**src/rtl/nco_phase_accumulator_if.sv**
```systemverilog
// Control/status bundle for the NCO phase accumulator.
//   master : drives enable, sync, FTW and phase-offset loads; observes phase.
//   slave  : the accumulator; returns ftw_pending, phase_out, phase_valid, wrap.
interface nco_phase_accumulator_if #(
  parameter int unsigned ACC_W = 32
);
  logic             en;
  logic             sync;
  logic [ACC_W-1:0] ftw_in;
  logic             ftw_load;
  logic [ACC_W-1:0] pofs_in;
  logic             pofs_load;
  logic             ftw_pending;
  logic [ACC_W-1:0] phase_out;
  logic             phase_valid;
  logic             wrap;

  modport master (
    output en, sync, ftw_in, ftw_load, pofs_in, pofs_load,
    input  ftw_pending, phase_out, phase_valid, wrap
  );

  modport slave (
    input  en, sync, ftw_in, ftw_load, pofs_in, pofs_load,
    output ftw_pending, phase_out, phase_valid, wrap
  );
endinterface

```
**src/rtl/nco_phase_accumulator.sv**
```systemverilog
// NCO phase accumulator, two-stage pipeline.
//   Stage 1: acc += active FTW when enabled (sync clears it), carry captured.
//   Stage 2: phase_out = acc + active phase offset (mod 2^ACC_W).
// The FTW is double-buffered: loads land in a pending register and commit
// either on the next edge or, with UPDATE_ON_WRAP, on the next carry-out
// (or sync) so the frequency change is phase-continuous.
// Ports:
//   clk  - clock, rising edge
//   rst  - synchronous active-high reset
//   bus  - slave side of nco_phase_accumulator_if (controls in, phase out)
module nco_phase_accumulator #(
  parameter int unsigned      ACC_W          = 32,
  parameter logic [ACC_W-1:0] FTW_RESET      = '0,
  parameter bit               UPDATE_ON_WRAP = 1'b0
) (
  input  logic                    clk,
  input  logic                    rst,
  nco_phase_accumulator_if.slave  bus
);

  logic [ACC_W-1:0] acc_q,      acc_d;
  logic             s1_carry_q, s1_carry_d;
  logic             s1_en_q,    s1_en_d;
  logic [ACC_W-1:0] ftw_act_q,  ftw_act_d;
  logic [ACC_W-1:0] ftw_pend_q, ftw_pend_d;
  logic             pending_q,  pending_d;
  logic [ACC_W-1:0] pofs_q,     pofs_d;
  logic [ACC_W-1:0] phase_q,    phase_d;
  logic             valid_q,    valid_d;
  logic             wrap_q,     wrap_d;

  logic [ACC_W:0]   sum;
  logic             commit;

  assign sum = {1'b0, acc_q} + {1'b0, ftw_act_q};

  always_comb begin
    acc_d      = acc_q;
    s1_carry_d = 1'b0;
    s1_en_d    = bus.en;
    if (bus.sync) begin
      acc_d = '0;
    end else if (bus.en) begin
      acc_d      = sum[ACC_W-1:0];
      s1_carry_d = sum[ACC_W];
    end

    // Wrap mode: commit on the carrying addition (which itself still used the
    // old FTW), or on sync so a zero FTW cannot stall the update forever.
    if (UPDATE_ON_WRAP)
      commit = pending_q && (bus.sync || (bus.en && sum[ACC_W]));
    else
      commit = pending_q;

    ftw_act_d  = commit ? ftw_pend_q : ftw_act_q;
    ftw_pend_d = bus.ftw_load ? bus.ftw_in : ftw_pend_q;
    // A load coinciding with a commit keeps the flag set for the newer word.
    if (bus.ftw_load)   pending_d = 1'b1;
    else if (commit)    pending_d = 1'b0;
    else                pending_d = pending_q;

    pofs_d  = bus.pofs_load ? bus.pofs_in : pofs_q;

    // Stage 2 runs every edge so offset changes show up even while held.
    phase_d = acc_q + pofs_q;
    valid_d = s1_en_q;
    wrap_d  = s1_carry_q;
  end

  always_ff @(posedge clk) begin
    if (rst) begin
      acc_q      <= '0;
      s1_carry_q <= 1'b0;
      s1_en_q    <= 1'b0;
      ftw_act_q  <= FTW_RESET;
      ftw_pend_q <= '0;
      pending_q  <= 1'b0;
      pofs_q     <= '0;
      phase_q    <= '0;
      valid_q    <= 1'b0;
      wrap_q     <= 1'b0;
    end else begin
      acc_q      <= acc_d;
      s1_carry_q <= s1_carry_d;
      s1_en_q    <= s1_en_d;
      ftw_act_q  <= ftw_act_d;
      ftw_pend_q <= ftw_pend_d;
      pending_q  <= pending_d;
      pofs_q     <= pofs_d;
      phase_q    <= phase_d;
      valid_q    <= valid_d;
      wrap_q     <= wrap_d;
    end
  end

  assign bus.ftw_pending = pending_q;
  assign bus.phase_out   = phase_q;
  assign bus.phase_valid = valid_q;
  assign bus.wrap        = wrap_q;

endmodule

```
**src/flat_wrapper.sv**
```systemverilog
// flat-port wrapper written by rule: the top's interface ports become plain ports
module nco_phase_accumulator_flat 
#(
  parameter int unsigned      ACC_W          = 32,
  parameter logic [ACC_W-1:0] FTW_RESET      = '0,
  parameter bit               UPDATE_ON_WRAP = 1'b0
)
  (clk, rst, bus_en, bus_sync, bus_ftw_in, bus_ftw_load, bus_pofs_in, bus_pofs_load, bus_ftw_pending, bus_phase_out, bus_phase_valid, bus_wrap);
  nco_phase_accumulator_if #(.ACC_W(ACC_W)) bus_i ();
  input  logic clk;
  input  logic rst;
  input wire logic [$bits(bus_i.en)-1:0] bus_en;
  input wire logic [$bits(bus_i.sync)-1:0] bus_sync;
  input wire logic [$bits(bus_i.ftw_in)-1:0] bus_ftw_in;
  input wire logic [$bits(bus_i.ftw_load)-1:0] bus_ftw_load;
  input wire logic [$bits(bus_i.pofs_in)-1:0] bus_pofs_in;
  input wire logic [$bits(bus_i.pofs_load)-1:0] bus_pofs_load;
  output wire logic [$bits(bus_i.ftw_pending)-1:0] bus_ftw_pending;
  output wire logic [$bits(bus_i.phase_out)-1:0] bus_phase_out;
  output wire logic [$bits(bus_i.phase_valid)-1:0] bus_phase_valid;
  output wire logic [$bits(bus_i.wrap)-1:0] bus_wrap;
  assign bus_i.en = bus_en;
  assign bus_i.sync = bus_sync;
  assign bus_i.ftw_in = bus_ftw_in;
  assign bus_i.ftw_load = bus_ftw_load;
  assign bus_i.pofs_in = bus_pofs_in;
  assign bus_i.pofs_load = bus_pofs_load;
  assign bus_ftw_pending = bus_i.ftw_pending;
  assign bus_phase_out = bus_i.phase_out;
  assign bus_phase_valid = bus_i.phase_valid;
  assign bus_wrap = bus_i.wrap;
  nco_phase_accumulator #(.ACC_W(ACC_W), .FTW_RESET(FTW_RESET), .UPDATE_ON_WRAP(UPDATE_ON_WRAP)) u_core (.clk(clk), .rst(rst), .bus(bus_i));
endmodule
```
**config.mk**
```make
export PLATFORM = sky130hd
export DESIGN_NAME = nco_phase_accumulator_flat
export DESIGN_NICKNAME = d
export VERILOG_FILES = /design/src/rtl/nco_phase_accumulator_if.sv /design/src/rtl/nco_phase_accumulator.sv /design/src/flat_wrapper.sv
export SDC_FILE = /design/constraint.sdc
export NUM_CORES = 1
export LEC_CHECK = 0
export BUFFER_PORTS_ARGS = -buffer_cell sky130_fd_sc_hd__buf_2
export CAP_MARGIN = 20
export CELL_PAD_IN_SITES_DETAIL_PLACEMENT = 1
export CELL_PAD_IN_SITES_GLOBAL_PLACEMENT = 1
export CORE_MARGIN = 8
export CORE_UTILIZATION = 30
export CTS_CLUSTER_DIAMETER = 150
export CTS_CLUSTER_SIZE = 14
export DETAILED_ROUTE_END_ITERATION = 8
export PLACE_DENSITY = 0.65
export SKIP_CTS_REPAIR_TIMING = 1
export SLEW_MARGIN = 20
export SYNTH_ARGS = -nofsm -noshare
export SYNTH_HDL_FRONTEND = slang
export SYNTH_SLANG_ARGS = --single-unit
```
**constraint.sdc**
```tcl
create_clock -name clk -period 3.72 [get_ports clk]
set_input_delay 0.744 -clock clk [delete_from_list [all_inputs] [get_ports clk]]
set_output_delay 0.744 -clock clk [all_outputs]
set_load 0.03 [all_outputs]
```
==> run summary <==
Worst setup SP type = register
Clock Sinks = 165
Final hold vios = 0
Status = finished clean
Placed instance area = 9720 um2
Max Fclk = 328 MHz
Switching power = 1.03 mW
Remaining DRCs = 0
Worst path slowest cell = a211oi_1
Maximum vdd drop = 0.000276 V
Synth top cells by count = nor2_1, dfxtp_1, mux2i_1
CP bufs+invs = 0
Design area = 10,300 um2
TritonCTS clock tree = yes
Setup violations, final = 0
Row Count = 63
Vias in the first global route = 7,681
Clock slew at reported path FFs = 0.07 ns
Leak = 4.76 nW
Worst rel slew slack = 0.289
Routed wire per std cell = 17.0 um
Post-route minimum period = 3.05 ns
CP Cell Sequence = ha_1 -> fa_1 -> a21oi_1 -> o21ai_0 -> a211oi_1 -> o31a_1 -> o21ai_2 -> a21boi_0 -> nor4_1 -> a311o_1
Avg Cell Area, Syn = 8.80 um2
Largest net degree at the start of global routing = 83
Max-slew violations = 0
Post-synth cell types = 59
Class of the most critical setup path = reg2reg
DRT Pass-1 Iters = 4
PD cells = 401 nW/um2
Warnings from Yosys = 0
Grt ovf = 0
Combinational share of power = 0.096
Die area = 35,400 um2
Period utilization = 0.820
Clk_skew = 0.00976 ns
CP arrival = 3.37 ns
H-tree depth = 4
Net Count, Synth = 1,147
Post-route antenna net violation count = 0
Worst hold path class = reg2reg
Internal = 3.11 mW
Most frequent cell after synthesis = nor2_1
Top Family by Delay on Critical Path = compound AO/OA/AOI/OAI gates
Crit path capture type = register
Fin util = 0.351
Setup tns final = 0 ns
GPL Wtd Cong = 0.833
Final nets = 1,216
Antenna violations before repair = 2
EDFF count, synth = 0
Drt via density = 4.99
Clock buffer depth = 2
Synth area leader = dfxtp_1
Die width = 188 um
CTS root buffer = clkbuf_16
Core Footprint = 29,400 um2
Post-DP HPWL = 19.1 mm
Synth Register Bits = 165
All-layer global routing usage = 0.142
Clk network pwr share = 0.450
Die H = 188 um
Drt total wl = 25.2 mm
Post-place setup slack = 0.675 ns
Main synth FF type = dfxtp_1
RSZ-0062 raised after global routing = no
Non-filler cells in the finished layout = 1,483
DRT iter0 DRCs = 295
CTS buffer count = 17
Seq/Total Area, Yosys = 0.371
Post-synth top area share = 0.371
Top post-synthesis cells by area = dfxtp_1, mux2i_1, ha_1
Synthesized instance count = 1,012
Synth async-reset ratio = 0
Layout cells sized above 1 = 0.144
# placed instances = 1,452
Worst slew pin tran = 1.07 ns
Setup slack after layout = 0.669 ns
Power, Total = 4.14 mW
Worst hold slack = 0.455 ns
Crit-path max FO = 4
Initial Util = 0.303
Layout area overhead = 16.1%
Mapped Area = 8900 um2
Vias = 7,397
Sw frac = 0.248
Port bufs = 104
Clock latency on the worst-skew pair = 0.43 ns
Flop pwr share = 0.454
Top-Level Pins = 105
Worst Path Required = 4.04 ns
Max cap viols = 0
Worst path max stage delay = 0.54 ns
First-pass GRT wire length = 41.2 mm
[cell usage in the layout, fill, tap and decap left out, types with 17 or more instances in the layout]
| cell | instances |
|---|---|
| nor2_1 | 176 |
| dfxtp_1 | 164 |
| mux2i_1 | 111 |
| buf_2 | 103 |
| a21oi_1 | 71 |
| ha_1 | 63 |
| a21o_1 | 46 |
| nand2_1 | 38 |
| o21ai_0 | 33 |
| nand3_1 | 32 |
| xnor2_1 | 31 |
| nor2b_1 | 18 |
| clkbuf_16 | 17 |
[state kept, by name, indices dropped and copies added, names as in the netlist, 32 cells and up]
name and flops:
u_core.acc_q 32, u_core.bus.phase_out 32, u_core.ftw_pend_q 32, u_core.pofs_q 32, u_core.ftw_act_q 32
[layer usage]
layer / part of all wire / GRT usage / up-vias / wire [um]
li1: - / - / 3754 / -
met1: 0.50 / 0.194 / 3465 / 12700
met2: 0.44 / 0.220 / 147 / 11100
met3: 0.041 / 0.0281 / 27 / 1040
met4: 0.015 / 0.0476 / 4 / 371
met5: 0.00087 / 0 / - / 22
[layout make-up]
cell class,count,area (um2)
multi-input cells,774,5310
repair buffers,109,561
clock buffers,18,429
fillers,3458,19100
clock inverters,12,181
inverters,14,52.6
flip-flops and latches,165,3300
diodes,1,2.50
well taps,390,488
[cell families after synthesis]
family / count (synthesis) / share of synthesized area
AOI/OAI and AO/OA: 229 / 0.169
xor gates and xnor gates: 39 / 0.0384
adders and majority gates: 65 / 0.0931
buffers and inverters: 73 / 0.0320
DFF: 165 / 0.371
muxes: 116 / 0.131
and+or+nand+nor: 325 / 0.166
[final timing paths]
| check | start | end | slack (ns) | cells after the start |
|---|---|---|---|---|
| max | u_core.acc_q[0] | u_core.acc_q[24] | 0.67 | 10 |
| min | u_core.s1_carry_q | u_core.bus.wrap | 0.45 | 1 |
| max reg2reg | u_core.acc_q[0] | u_core.acc_q[24] | 0.67 | 10 |
| min reg2reg | u_core.s1_carry_q | u_core.bus.wrap | 0.45 | 1 |
[worst register-to-register path: stages, from the launching register on]
cell      delay (ns)
dfxtp_1         0.33
ha_1            0.21
fa_1            0.41
a21oi_1         0.21
o21ai_0         0.16
a211oi_1        0.54
o31a_1          0.33
o21ai_2         0.12
a21boi_0        0.22
nor4_1          0.08
a311o_1         0.34
[power by group through the flow]
stage	logic, mW	registers (mW)	clock network [mW]
2_1_floorplan	0.251	1.94	0
3_3_place_gp	0.396	1.92	0
3_5_place_dp	0.404	1.92	0
4_1_cts	0.406	1.88	1.91
5_1_grt	0.442	1.89	1.98
6_report	0.399	1.88	1.86
No activity file was read; power rests on OpenSTA's default activity.
